### src/rtl/stk_cli_pkg.sv
// rtl/stk_cli_pkg.sv - shared types and defaults for the stack client
package stk_cli_pkg;

    localparam int STK_W     = 64;
    localparam int STK_DEPTH = 4;

    typedef enum logic [1:0] {
        NOP  = 2'd0,
        PUSH = 2'd1,
        POP  = 2'd2
    } stk_opcode_t;

    typedef enum logic [1:0] {
        IDLE     = 2'd0,
        ISSUE    = 2'd1,
        WAIT_RSP = 2'd2
    } stk_cli_state_t;

    typedef struct packed {
        logic             rnw;
        logic [STK_W-1:0] dat;
    } stk_cli_cmd_t;

endpackage

### src/rtl/stk_cli_if.sv
// rtl/stk_cli_if.sv - slave command/response and stk cmd/ack/rsp signal bundle
interface stk_cli_if import stk_cli_pkg::*; #(parameter int W = STK_W);

    logic          i_slv_cmd_vld;
    logic          i_slv_cmd_rnw;
    logic [W-1:0]  i_slv_cmd_dat;
    logic          o_slv_rsp_vld;
    logic [W-1:0]  o_slv_rsp_dat;
    logic          o_stk_cmd_vld;
    stk_opcode_t   o_stk_cmd_opcode;
    logic [W-1:0]  o_stk_cmd_dat;
    logic          i_stk_cmd_ack;
    logic          i_stk_rsp_vld;
    logic [W-1:0]  i_stk_rsp_dat;

    // slave: the stack client itself
    modport slave (
        input  i_slv_cmd_vld, i_slv_cmd_rnw, i_slv_cmd_dat,
        input  i_stk_cmd_ack, i_stk_rsp_vld, i_stk_rsp_dat,
        output o_slv_rsp_vld, o_slv_rsp_dat,
        output o_stk_cmd_vld, o_stk_cmd_opcode, o_stk_cmd_dat
    );

    modport master (
        output i_slv_cmd_vld, i_slv_cmd_rnw, i_slv_cmd_dat,
        output i_stk_cmd_ack, i_stk_rsp_vld, i_stk_rsp_dat,
        input  o_slv_rsp_vld, o_slv_rsp_dat,
        input  o_stk_cmd_vld, o_stk_cmd_opcode, o_stk_cmd_dat
    );

endinterface

### src/rtl/stk_cli_cmd_fifo.sv
// rtl/stk_cli_cmd_fifo.sv - generic synchronous flop-array FIFO with full/empty/count
module stk_cli_cmd_fifo #(
    parameter int WIDTH = 65,
    parameter int DEPTH = 4
) (
    input  logic                     clk,
    input  logic                     arst_n,
    input  logic                     wr_en,
    input  logic [WIDTH-1:0]         wr_data,
    input  logic                     rd_en,
    output logic [WIDTH-1:0]         rd_data,
    output logic                     full,
    output logic                     empty,
    output logic [$clog2(DEPTH):0]   count
);

    localparam int AW = $clog2(DEPTH);

    logic [WIDTH-1:0] mem [DEPTH];
    logic [AW-1:0]    wr_ptr;
    logic [AW-1:0]    rd_ptr;
    logic [AW:0]      cnt;

    always_ff @(posedge clk) begin
        if (wr_en) begin
            mem[wr_ptr] <= wr_data;
        end
    end

    // DEPTH is a power of two, so pointers wrap by natural overflow
    always_ff @(posedge clk or negedge arst_n) begin
        if (!arst_n) begin
            wr_ptr <= '0;
            rd_ptr <= '0;
            cnt    <= '0;
        end else begin
            if (wr_en) begin
                wr_ptr <= wr_ptr + AW'(1);
            end
            if (rd_en) begin
                rd_ptr <= rd_ptr + AW'(1);
            end
            case ({wr_en, rd_en})
                2'b10:   cnt <= cnt + (AW+1)'(1);
                2'b01:   cnt <= cnt - (AW+1)'(1);
                default: cnt <= cnt;
            endcase
        end
    end

    assign rd_data = mem[rd_ptr];
    assign full    = (cnt == (AW+1)'(DEPTH));
    assign empty   = (cnt == '0);
    assign count   = cnt;

endmodule

### src/rtl/stk_cli.sv
// rtl/stk_cli.sv - stack client: buffers slave commands and issues stk push/pop one at a time
module stk_cli import stk_cli_pkg::*; #(
    parameter int W     = STK_W,
    parameter int DEPTH = STK_DEPTH
) (
    input  logic        clk,
    input  logic        arst_n,
    stk_cli_if.slave    bus,
    output logic        o_busy,
    output logic        o_ovf
);

    localparam int CW = $clog2(DEPTH) + 1;

    stk_cli_state_t state;
    logic           cmd_vld;
    stk_opcode_t    cmd_op;
    logic [W-1:0]   cmd_dat;
    logic           rsp_vld;
    logic [W-1:0]   rsp_dat;
    logic           ovf;

    logic           fifo_wr;
    logic           fifo_rd;
    logic           fifo_full;
    logic           fifo_empty;
    logic [W:0]     fifo_rd_data;
    logic [CW-1:0]  fifo_count;

    logic           push_done;
    logic           head_avail;
    logic           load;
    logic [W:0]     head;

    stk_cli_cmd_fifo #(
        .WIDTH (W + 1),
        .DEPTH (DEPTH)
    ) u_cmd_fifo (
        .clk     (clk),
        .arst_n  (arst_n),
        .wr_en   (fifo_wr),
        .wr_data ({bus.i_slv_cmd_rnw, bus.i_slv_cmd_dat}),
        .rd_en   (fifo_rd),
        .rd_data (fifo_rd_data),
        .full    (fifo_full),
        .empty   (fifo_empty),
        .count   (fifo_count)
    );

    // An empty FIFO is bypassed so a slave command reaches the stk port one cycle later
    assign push_done  = (state == ISSUE) && bus.i_stk_cmd_ack && (cmd_op == PUSH);
    assign head_avail = !fifo_empty || bus.i_slv_cmd_vld;
    assign load       = head_avail && ((state == IDLE) || push_done);
    assign head       = fifo_empty ? {bus.i_slv_cmd_rnw, bus.i_slv_cmd_dat} : fifo_rd_data;
    assign fifo_rd    = load && !fifo_empty;
    assign fifo_wr    = bus.i_slv_cmd_vld && !(load && fifo_empty) && (!fifo_full || fifo_rd);

    always_ff @(posedge clk or negedge arst_n) begin
        if (!arst_n) begin
            state   <= IDLE;
            cmd_vld <= 1'b0;
            cmd_op  <= NOP;
            cmd_dat <= '0;
            rsp_vld <= 1'b0;
            rsp_dat <= '0;
        end else begin
            rsp_vld <= 1'b0;
            if (load) begin
                state   <= ISSUE;
                cmd_vld <= 1'b1;
                cmd_op  <= head[W] ? POP : PUSH;
                cmd_dat <= head[W-1:0];
            end else begin
                case (state)
                    ISSUE: begin
                        if (bus.i_stk_cmd_ack) begin
                            cmd_vld <= 1'b0;
                            if (cmd_op != POP) begin
                                state <= IDLE;
                            end else if (bus.i_stk_rsp_vld) begin
                                rsp_vld <= 1'b1;
                                rsp_dat <= bus.i_stk_rsp_dat;
                                state   <= IDLE;
                            end else begin
                                state <= WAIT_RSP;
                            end
                        end
                    end
                    WAIT_RSP: begin
                        if (bus.i_stk_rsp_vld) begin
                            rsp_vld <= 1'b1;
                            rsp_dat <= bus.i_stk_rsp_dat;
                            state   <= IDLE;
                        end
                    end
                    default: begin
                    end
                endcase
            end
        end
    end

    always_ff @(posedge clk or negedge arst_n) begin
        if (!arst_n) begin
            ovf <= 1'b0;
        end else if (bus.i_slv_cmd_vld && fifo_full && !fifo_rd) begin
            ovf <= 1'b1;
        end
    end

    assign bus.o_stk_cmd_vld    = cmd_vld;
    assign bus.o_stk_cmd_opcode = cmd_op;
    assign bus.o_stk_cmd_dat    = cmd_dat;
    assign bus.o_slv_rsp_vld    = rsp_vld;
    assign bus.o_slv_rsp_dat    = rsp_dat;
    assign o_busy               = (fifo_count != '0) || (state != IDLE);
    assign o_ovf                = ovf;

endmodule

### src/flat_wrapper.sv
// flat-port wrapper written by rule: the top's interface ports become plain ports
module stk_cli_flat import stk_cli_pkg::*;
#(
    parameter int W     = STK_W,
    parameter int DEPTH = STK_DEPTH
)
  (clk, arst_n, o_busy, o_ovf, bus_i_slv_cmd_vld, bus_i_slv_cmd_rnw, bus_i_slv_cmd_dat, bus_i_stk_cmd_ack, bus_i_stk_rsp_vld, bus_i_stk_rsp_dat, bus_o_slv_rsp_vld, bus_o_slv_rsp_dat, bus_o_stk_cmd_vld, bus_o_stk_cmd_opcode, bus_o_stk_cmd_dat);
  stk_cli_if #(.W(W)) bus_i ();
  input  logic clk;
  input  logic arst_n;
  output logic o_busy;
  output logic o_ovf;
  input wire logic [$bits(bus_i.i_slv_cmd_vld)-1:0] bus_i_slv_cmd_vld;
  input wire logic [$bits(bus_i.i_slv_cmd_rnw)-1:0] bus_i_slv_cmd_rnw;
  input wire logic [$bits(bus_i.i_slv_cmd_dat)-1:0] bus_i_slv_cmd_dat;
  input wire logic [$bits(bus_i.i_stk_cmd_ack)-1:0] bus_i_stk_cmd_ack;
  input wire logic [$bits(bus_i.i_stk_rsp_vld)-1:0] bus_i_stk_rsp_vld;
  input wire logic [$bits(bus_i.i_stk_rsp_dat)-1:0] bus_i_stk_rsp_dat;
  output wire logic [$bits(bus_i.o_slv_rsp_vld)-1:0] bus_o_slv_rsp_vld;
  output wire logic [$bits(bus_i.o_slv_rsp_dat)-1:0] bus_o_slv_rsp_dat;
  output wire logic [$bits(bus_i.o_stk_cmd_vld)-1:0] bus_o_stk_cmd_vld;
  output wire logic [$bits(bus_i.o_stk_cmd_opcode)-1:0] bus_o_stk_cmd_opcode;
  output wire logic [$bits(bus_i.o_stk_cmd_dat)-1:0] bus_o_stk_cmd_dat;
  assign bus_i.i_slv_cmd_vld = bus_i_slv_cmd_vld;
  assign bus_i.i_slv_cmd_rnw = bus_i_slv_cmd_rnw;
  assign bus_i.i_slv_cmd_dat = bus_i_slv_cmd_dat;
  assign bus_i.i_stk_cmd_ack = bus_i_stk_cmd_ack;
  assign bus_i.i_stk_rsp_vld = bus_i_stk_rsp_vld;
  assign bus_i.i_stk_rsp_dat = bus_i_stk_rsp_dat;
  assign bus_o_slv_rsp_vld = bus_i.o_slv_rsp_vld;
  assign bus_o_slv_rsp_dat = bus_i.o_slv_rsp_dat;
  assign bus_o_stk_cmd_vld = bus_i.o_stk_cmd_vld;
  assign bus_o_stk_cmd_opcode = bus_i.o_stk_cmd_opcode;
  assign bus_o_stk_cmd_dat = bus_i.o_stk_cmd_dat;
  stk_cli #(.W(W), .DEPTH(DEPTH)) u_core (.clk(clk), .arst_n(arst_n), .bus(bus_i), .o_busy(o_busy), .o_ovf(o_ovf));
endmodule
### config.mk
export PLATFORM = sky130hd
export DESIGN_NAME = stk_cli_flat
export DESIGN_NICKNAME = d
export VERILOG_FILES = /design/src/rtl/stk_cli_pkg.sv /design/src/rtl/stk_cli_if.sv /design/src/rtl/stk_cli_cmd_fifo.sv /design/src/rtl/stk_cli.sv /design/src/flat_wrapper.sv
export SDC_FILE = /design/constraint.sdc
export NUM_CORES = 1
export LEC_CHECK = 0
export CAP_MARGIN = 20
export CELL_PAD_IN_SITES_DETAIL_PLACEMENT = 0
export CELL_PAD_IN_SITES_GLOBAL_PLACEMENT = 1
export CORE_MARGIN = 4
export CORE_UTILIZATION = 40
export CTS_CLUSTER_DIAMETER = 200
export CTS_CLUSTER_SIZE = 30
export DETAILED_ROUTE_END_ITERATION = 8
export PLACE_DENSITY = 0.73
export SLEW_MARGIN = 10
export SYNTH_ARGS = -nofsm -noshare
export SYNTH_HDL_FRONTEND = slang
export SYNTH_HIERARCHICAL = 1
export SYNTH_SLANG_ARGS = --single-unit
export TNS_END_PERCENT = 1
### constraint.sdc
create_clock -name clk -period 3.45 [get_ports clk]
set_clock_uncertainty 0.2 [all_clocks]
set_input_delay 0.69 -clock clk [delete_from_list [all_inputs] [get_ports clk]]
set_output_delay 0.69 -clock clk [all_outputs]
set_load 0.005 [all_outputs]
; ---- After elaboration in Yosys (flattened, before gate mapping)
; Memory sizes are Yosys's and may differ from the RTL's.
; Index checks and enable logic that the tools add are counted.
[op_classes]
n_bitwise = 1
n_mux = 23
reduce_logical = 29
eq_ne = 11
add_sub_neg = 4
[ops]
columns = operator, count
row1 = 64-bit two-way mux, 3
row2 = 64-bit one-hot mux with 2 select lines, 1
row3 = 65-bit two-way mux, 1
row4 = 2-bit two-way mux, 6
row5 = 2-bit nonzero test, 5
row6 = 1-bit logical AND, 9
row7 = 1-bit two-way mux, 9
row8 = "2-bit by 1-bit equality test with 1-bit output, second input constant", 3
row9 = "2-bit inequality test, second input constant", 3
row10 = "3-bit by 2-bit inequality test with 1-bit output, second input constant", 2
row11 = 3-bit one-hot mux with 2 select lines, 1
row12 = 3-bit nonzero test, 2
row13 = "2-bit by 1-bit adder with 2-bit output, second input constant", 2
row14 = "2-bit equality test, second input constant", 2
row15 = 1-bit logical NOT, 4
row16 = 1-bit logical OR, 4
row17 = 2-bit one-hot mux with 2 select lines, 1
row18 = 4-bit AND reduction, 1
row19 = "3-bit by 1-bit adder with 3-bit output, second input constant", 1
row20 = "3-bit equality test, second input constant", 1
row21 = 3-bit logical NOT, 1
row22 = 3-bit AND reduction, 1
row23 = "3-bit by 1-bit subtractor with 3-bit output, second input constant", 1
row24 = 2-bit logical NOT, 1
row25 = 3 further kinds, 3
[totals]
inputBits = 134
register_bits = 142
mem_bits_rw = 260
output_inout_bits = 134
mem_count = 1
[mem_list]
columns = memory, depth, word_bits, rd, rd_ports_with_merged_regs, wr, line
row1 = u_core.u_cmd_fifo.mem, 4, 65, 1, 0, 1, stk_cli_cmd_fifo.sv:19  ; logic [WIDTH-1:0] mem [DEPTH];

; ---- Longest topological paths before layout
[logic_depth]
word_depth = 11
depth_mapped = 13

; ---- Modules after synthesis
; Netlist, hierarchy kept.
[modules_own_cells]
columns = module, cells_each, instances, area_per_inst_um2, seq_area_each_um2
row1 = stk_cli_cmd_fifo, 377, 1, 9811.9, 7982.7
row2 = stk_cli, 453, 1, 5694.2, 3378.2

; ---- Least setup slack after synthesis
; No wires, ideal clock.
[synth_timing]
path_type = input -> register
startpoint = input port bus_i_stk_cmd_ack
endpoint = memory u_core.u_cmd_fifo.mem[0][0] (enable)
stages = 5
t_required_ps = 2820
arrival_time_ps = 3156
setup_time_ps = 430
path_slack_ps = -336
cell_sequence = and4b_1 or2_2 nor2b_1 o21a_1 and2_1
[synth_via]
elab_cells_between_ends = 12
classes_between = mux: 2 / reduce/logical: 10
[synth_rtl]
columns = item, line
row1 = start: declaration, flat_wrapper.sv:16  ; input wire logic [$bits(bus_i.i_stk_cmd_ack)-1:0] bus_i_stk_cmd_ack;
row2 = 1-bit logical AND (2 in series), stk_cli.sv:51  ; assign push_done = (state == ISSUE) && bus.i_stk_cmd_ack && (cmd_op == PUSH);
row3 = 1-bit logical OR, stk_cli.sv:53  ; assign load = head_avail && ((state == IDLE) || push_done);
row4 = 1-bit logical AND, stk_cli.sv:53
row5 = 1-bit logical AND, stk_cli.sv:55  ; assign fifo_rd = load && !fifo_empty;
row6 = net u_core.fifo_rd, stk_cli.sv:24  ; logic fifo_rd;
row7 = 1-bit logical OR, stk_cli.sv:56  ; assign fifo_wr = bus.i_slv_cmd_vld && !(load && fifo_empty) && (!fifo_full || fifo_rd);
row8 = 1-bit logical AND, stk_cli.sv:56
row9 = net u_core.fifo_wr, stk_cli.sv:23  ; logic fifo_wr;
row10 = 1-bit two-way mux, stk_cli_cmd_fifo.sv:25  ; if (wr_en) begin
row11 = 1-bit two-way mux (implied by the code), stk_cli_cmd_fifo.sv:26  ; mem[wr_ptr] <= wr_data;
row12 = end: declaration, stk_cli_cmd_fifo.sv:19
; The timed path passes the listed nets, and every way through them passes these cells.

; ---- Worst setup path in the final report
[layout_timing]
startpoint = register u_core.state[0]
endpoint = output port o_busy
[layout_via]
elab_chain_len = 2
[layout_lines]
columns = item, line
row1 = start: declaration, stk_cli.sv:15  ; stk_cli_state_t state;
row2 = start signal: assignment, stk_cli.sv:60  ; state <= IDLE;
row3 = start signal: assignment, stk_cli.sv:69  ; state <= ISSUE;
row4 = start signal: assignment, stk_cli.sv:79  ; state <= IDLE;
row5 = 2-bit nonzero test, stk_cli.sv:116  ; assign o_busy = (fifo_count != '0) || (state != IDLE);
row6 = 1-bit logical OR, stk_cli.sv:116
row7 = end: declaration, flat_wrapper.sv:11  ; output logic o_busy;
; Every way passes these cells.

==> results.md <==
- Slew headroom: 41.81%
- DP Worst Slack: 0.06388 ns
- Area delta synth->final: 25.27%
- Number of I/O pins: 268
- HPWL Detailed: 23.25 mm
- Fill cells: 3133
- Initial antenna violation count: 3
- Die area: 41980 sq um
- RD Place Congestion: 0.7480
- Crit-path slowest cell: or4b_2
- Commonest non-fill, non-tap cells in the layout: clkdlybuf4s50_1, edfxtp_1, dfrtp_1, nand2_1, o21ai_0
- Pin count of the biggest net entering global routing: 71
- WHS: -0.01660 ns
- Reg2Reg Depth: 13
- Grt peak-use layer: met2
- GRT Total Usage: 15.99%
- Antenna-violating nets left: 0
- Final worst slack: 0.1273 ns
- Cell taking the most area after synthesis: edfxtp_1
- Met2 global-route usage: 25.79%
- Maxcap violations: 0
- Post-synthesis cell type count: 36
- Deepest clock path buffer count: 3
- Mapped Area: 15510 sq um
- Final Setup Violations: 0
- Post-CTS Hold Fix Bufs: 0
- CTS clk-pin slew, worst paths: 0.11 ns
- First-pass DRT Iterations: 4
- TritonCTS clock tree: built
- DR iter-0 viols: 360
- Fin area: 19420 sq um
- Critical Path Fanout Max: 3
- Gr ovfl total: 0
- CTS root buf: clkbuf_16
- Static leakage: 6.895 nW
- Slew @ Worst Pin: 0.8728 ns
- Largest cells by area after synthesis: edfxtp_1, dfrtp_1, mux4_2, mux2_2, mux2i_1
- Syn Area/Cell: 18.68 sq um
- Area of the multi-input gates: 3834 sq um
- CP endpoint kind: primary output
- Flop2flop setup slack: 0.51 ns
- Post-DP Area: 18940 sq um
- Vias per inst: 5.014
- Die H: 204.9 microns
- Hold Fails Final Rpt: 7
- Sequential-to-total area share from yosys stat: 73.27%
- Chip width: 204.9 microns
- Placed instance count: 1596
- Commonest non-fill, non-tap cell in the layout: clkdlybuf4s50_1
- Met3 Usage GRT: 3.514%
- Core box area: 37930 sq um
- Crit-path cells: inv_1 > ha_1 > or4b_2 > clkdlybuf4s50_1
- VDD IR max: 0.4530 mV
- Via count: 8153
- WP buf/inv: 2
- Minimum clock period: 3.323 ns
- Critical Path RT: 2.56 ns
- Setup TNS: 0 ns
- Synth top area share: 50.35%
- Worst r2r dst: u_core/u_cmd_fifo/count[2]$_DFFE_PN0P_
- Outcome: complete, but fails checks
- Arrival time at the worst endpoint: 2.43 ns
- Tcrit/Tclk final: 96.31%
- Total power: 15.89 mW
- Sink Count: 402
- Worst Hold Class: primary input to async pin
- Failing checks: negative hold slack
- Flops & latches, synth: 402
- Crit Path Category: flip-flop to primary output
- Max-slew violations: 0
- Global-route wire length before repair: 52.58 mm
- Starting density of the core: 40.88%
- Num CTS Buffers: 17
- Cell Rows: 71
- Syn nets: 973
- Post-synthesis cell count: 830
- Register Area: 11370 sq um
- Htree depth: 1
- Reg2Reg Launch Point: u_core/state[1]$_DFFE_PN0P_
- Nets@finish: 1247
- Final wirelength: 34.14 mm
- WL per Instance: 20.99 microns
- Non-filler cells, final: 1626
- Port Buffers: 267
- F_max: 301.0 MHz
- PwrDens: 818.0 nW/um^2
- Worst Setup Start Kind: flip-flop
- Clock Latency Late Sink: 0.52 ns
- Critical path's top delay family: simple AND/OR/NAND/NOR gates
- Post-cts resize count: 0
- Layout cell share with drive strength beyond 1: 16.88%
- RSZ-0062 raised after global routing: false
- Max stage delay on crit path: 0.66 ns
- Vias in the first global route: 8655
- Yosys warns: 6
- DRC: 0
- Met1 usage: 23.15%
- Post-CTS setup buffer count: 0
[per-layer routing]
layer,vias up,wire length (microns)
met2,231,15810
met3,23,2513
li1,3708,-
met1,4187,15440
met5,-,23
met4,4,348
[final cells by class]
type / instances / area share (%)
Sequential cell: 402 / 58.52
Multi-Input combinational cell: 375 / 19.74
Timing Repair Buffer: 298 / 15.74
Tap cell: 511 / 3.291
Clock buffer: 28 / 2.403
Inverter: 10 / 0.1932
Clock inverter: 1 / 0.1031
Antenna cell: 1 / 0.01288
[power by group]
part,internal [mW],switching [mW]
Sequential,6.65,0.784
Clock,0.962,1.42
Combinational,3.45,2.62
Total,11.1,4.82
[Yosys cell counts (all sizes together)]
cell    number
a21oi        2
a22oi        1
and2         5
and3         1
and4b        2
buf         32
clkbuf      11
dfrtp      142
edfxtp     260
fa           1
ha           8
inv         10
mux2        66
mux2i       64
mux4        65
nand2       71
nand2b       1
nor2         3
nor2b        2
nor3         1
o2111a       1
o21a         1
o21ai       70
o21bai       1
o22ai        1
or2          1
or4b         1
xnor2        2
xor2         4
[flip-flops by register name, indices dropped and copies added (netlist names), 2 cells and up]
signal	cells
u_core/u_cmd_fifo/mem	260
u_core/u_cmd_fifo/wr_ptr	2
u_core/bus.o_stk_cmd_dat	64
u_core/u_cmd_fifo/count	3
u_core/bus.o_slv_rsp_dat	64
u_core/bus.o_stk_cmd_opcode	2
u_core/u_cmd_fifo/rd_ptr	2
u_core/state	2
[cell families (layout without fill, tap and decap cells)]
| logic type | Yosys count | after routing | synth area share, % |
|---|---|---|---|
| xor gates and xnor gates | 6 | 6 | 0.3389 |
| muxes | 195 | 195 | 18.37 |
| and+or+nand+nor | 88 | 88 | 2.421 |
| adders and majority gates | 9 | 9 | 0.7747 |
| DFF | 402 | 402 | 73.27 |
| AOI/OAI and AO/OA | 77 | 77 | 2.655 |
| buffers and inverters | 53 | 337 | 2.179 |
| other | 0 | 1 | 0 |
[how the worst max path moves through the flow]
stage | startpoint | to | cells after the start
2_1_floorplan | bus_i_stk_cmd_ack | u_core/u_cmd_fifo/mem[2][0]$_DFFE_PP_ | 5
3_3_place_gp | bus_i_stk_cmd_ack | u_core/u_cmd_fifo/count[2]$_DFFE_PN0P_ | 12
3_5_place_dp | bus_i_stk_cmd_ack | u_core/u_cmd_fifo/count[2]$_DFFE_PN0P_ | 12
4_1_cts | u_core/state[0]$_DFFE_PN0P_ | o_busy | 4
5_1_grt | u_core/state[0]$_DFFE_PN0P_ | o_busy | 4
6_report | u_core/state[0]$_DFFE_PN0P_ | o_busy | 4
[through the flow]
| stage | utilization (%) | hold slack, ns |
|---|---|---|
| floorplan | - | 0.1944 |
| global placement | 49.92 | 0.2636 |
| detailed placement | 49.92 | 0.2651 |
| CTS | 51.20 | 0.002739 |
| global route | 51.20 | 0.01564 |
| finish | 51.21 | -0.01660 |
Power figures use the tool's default switching activity.
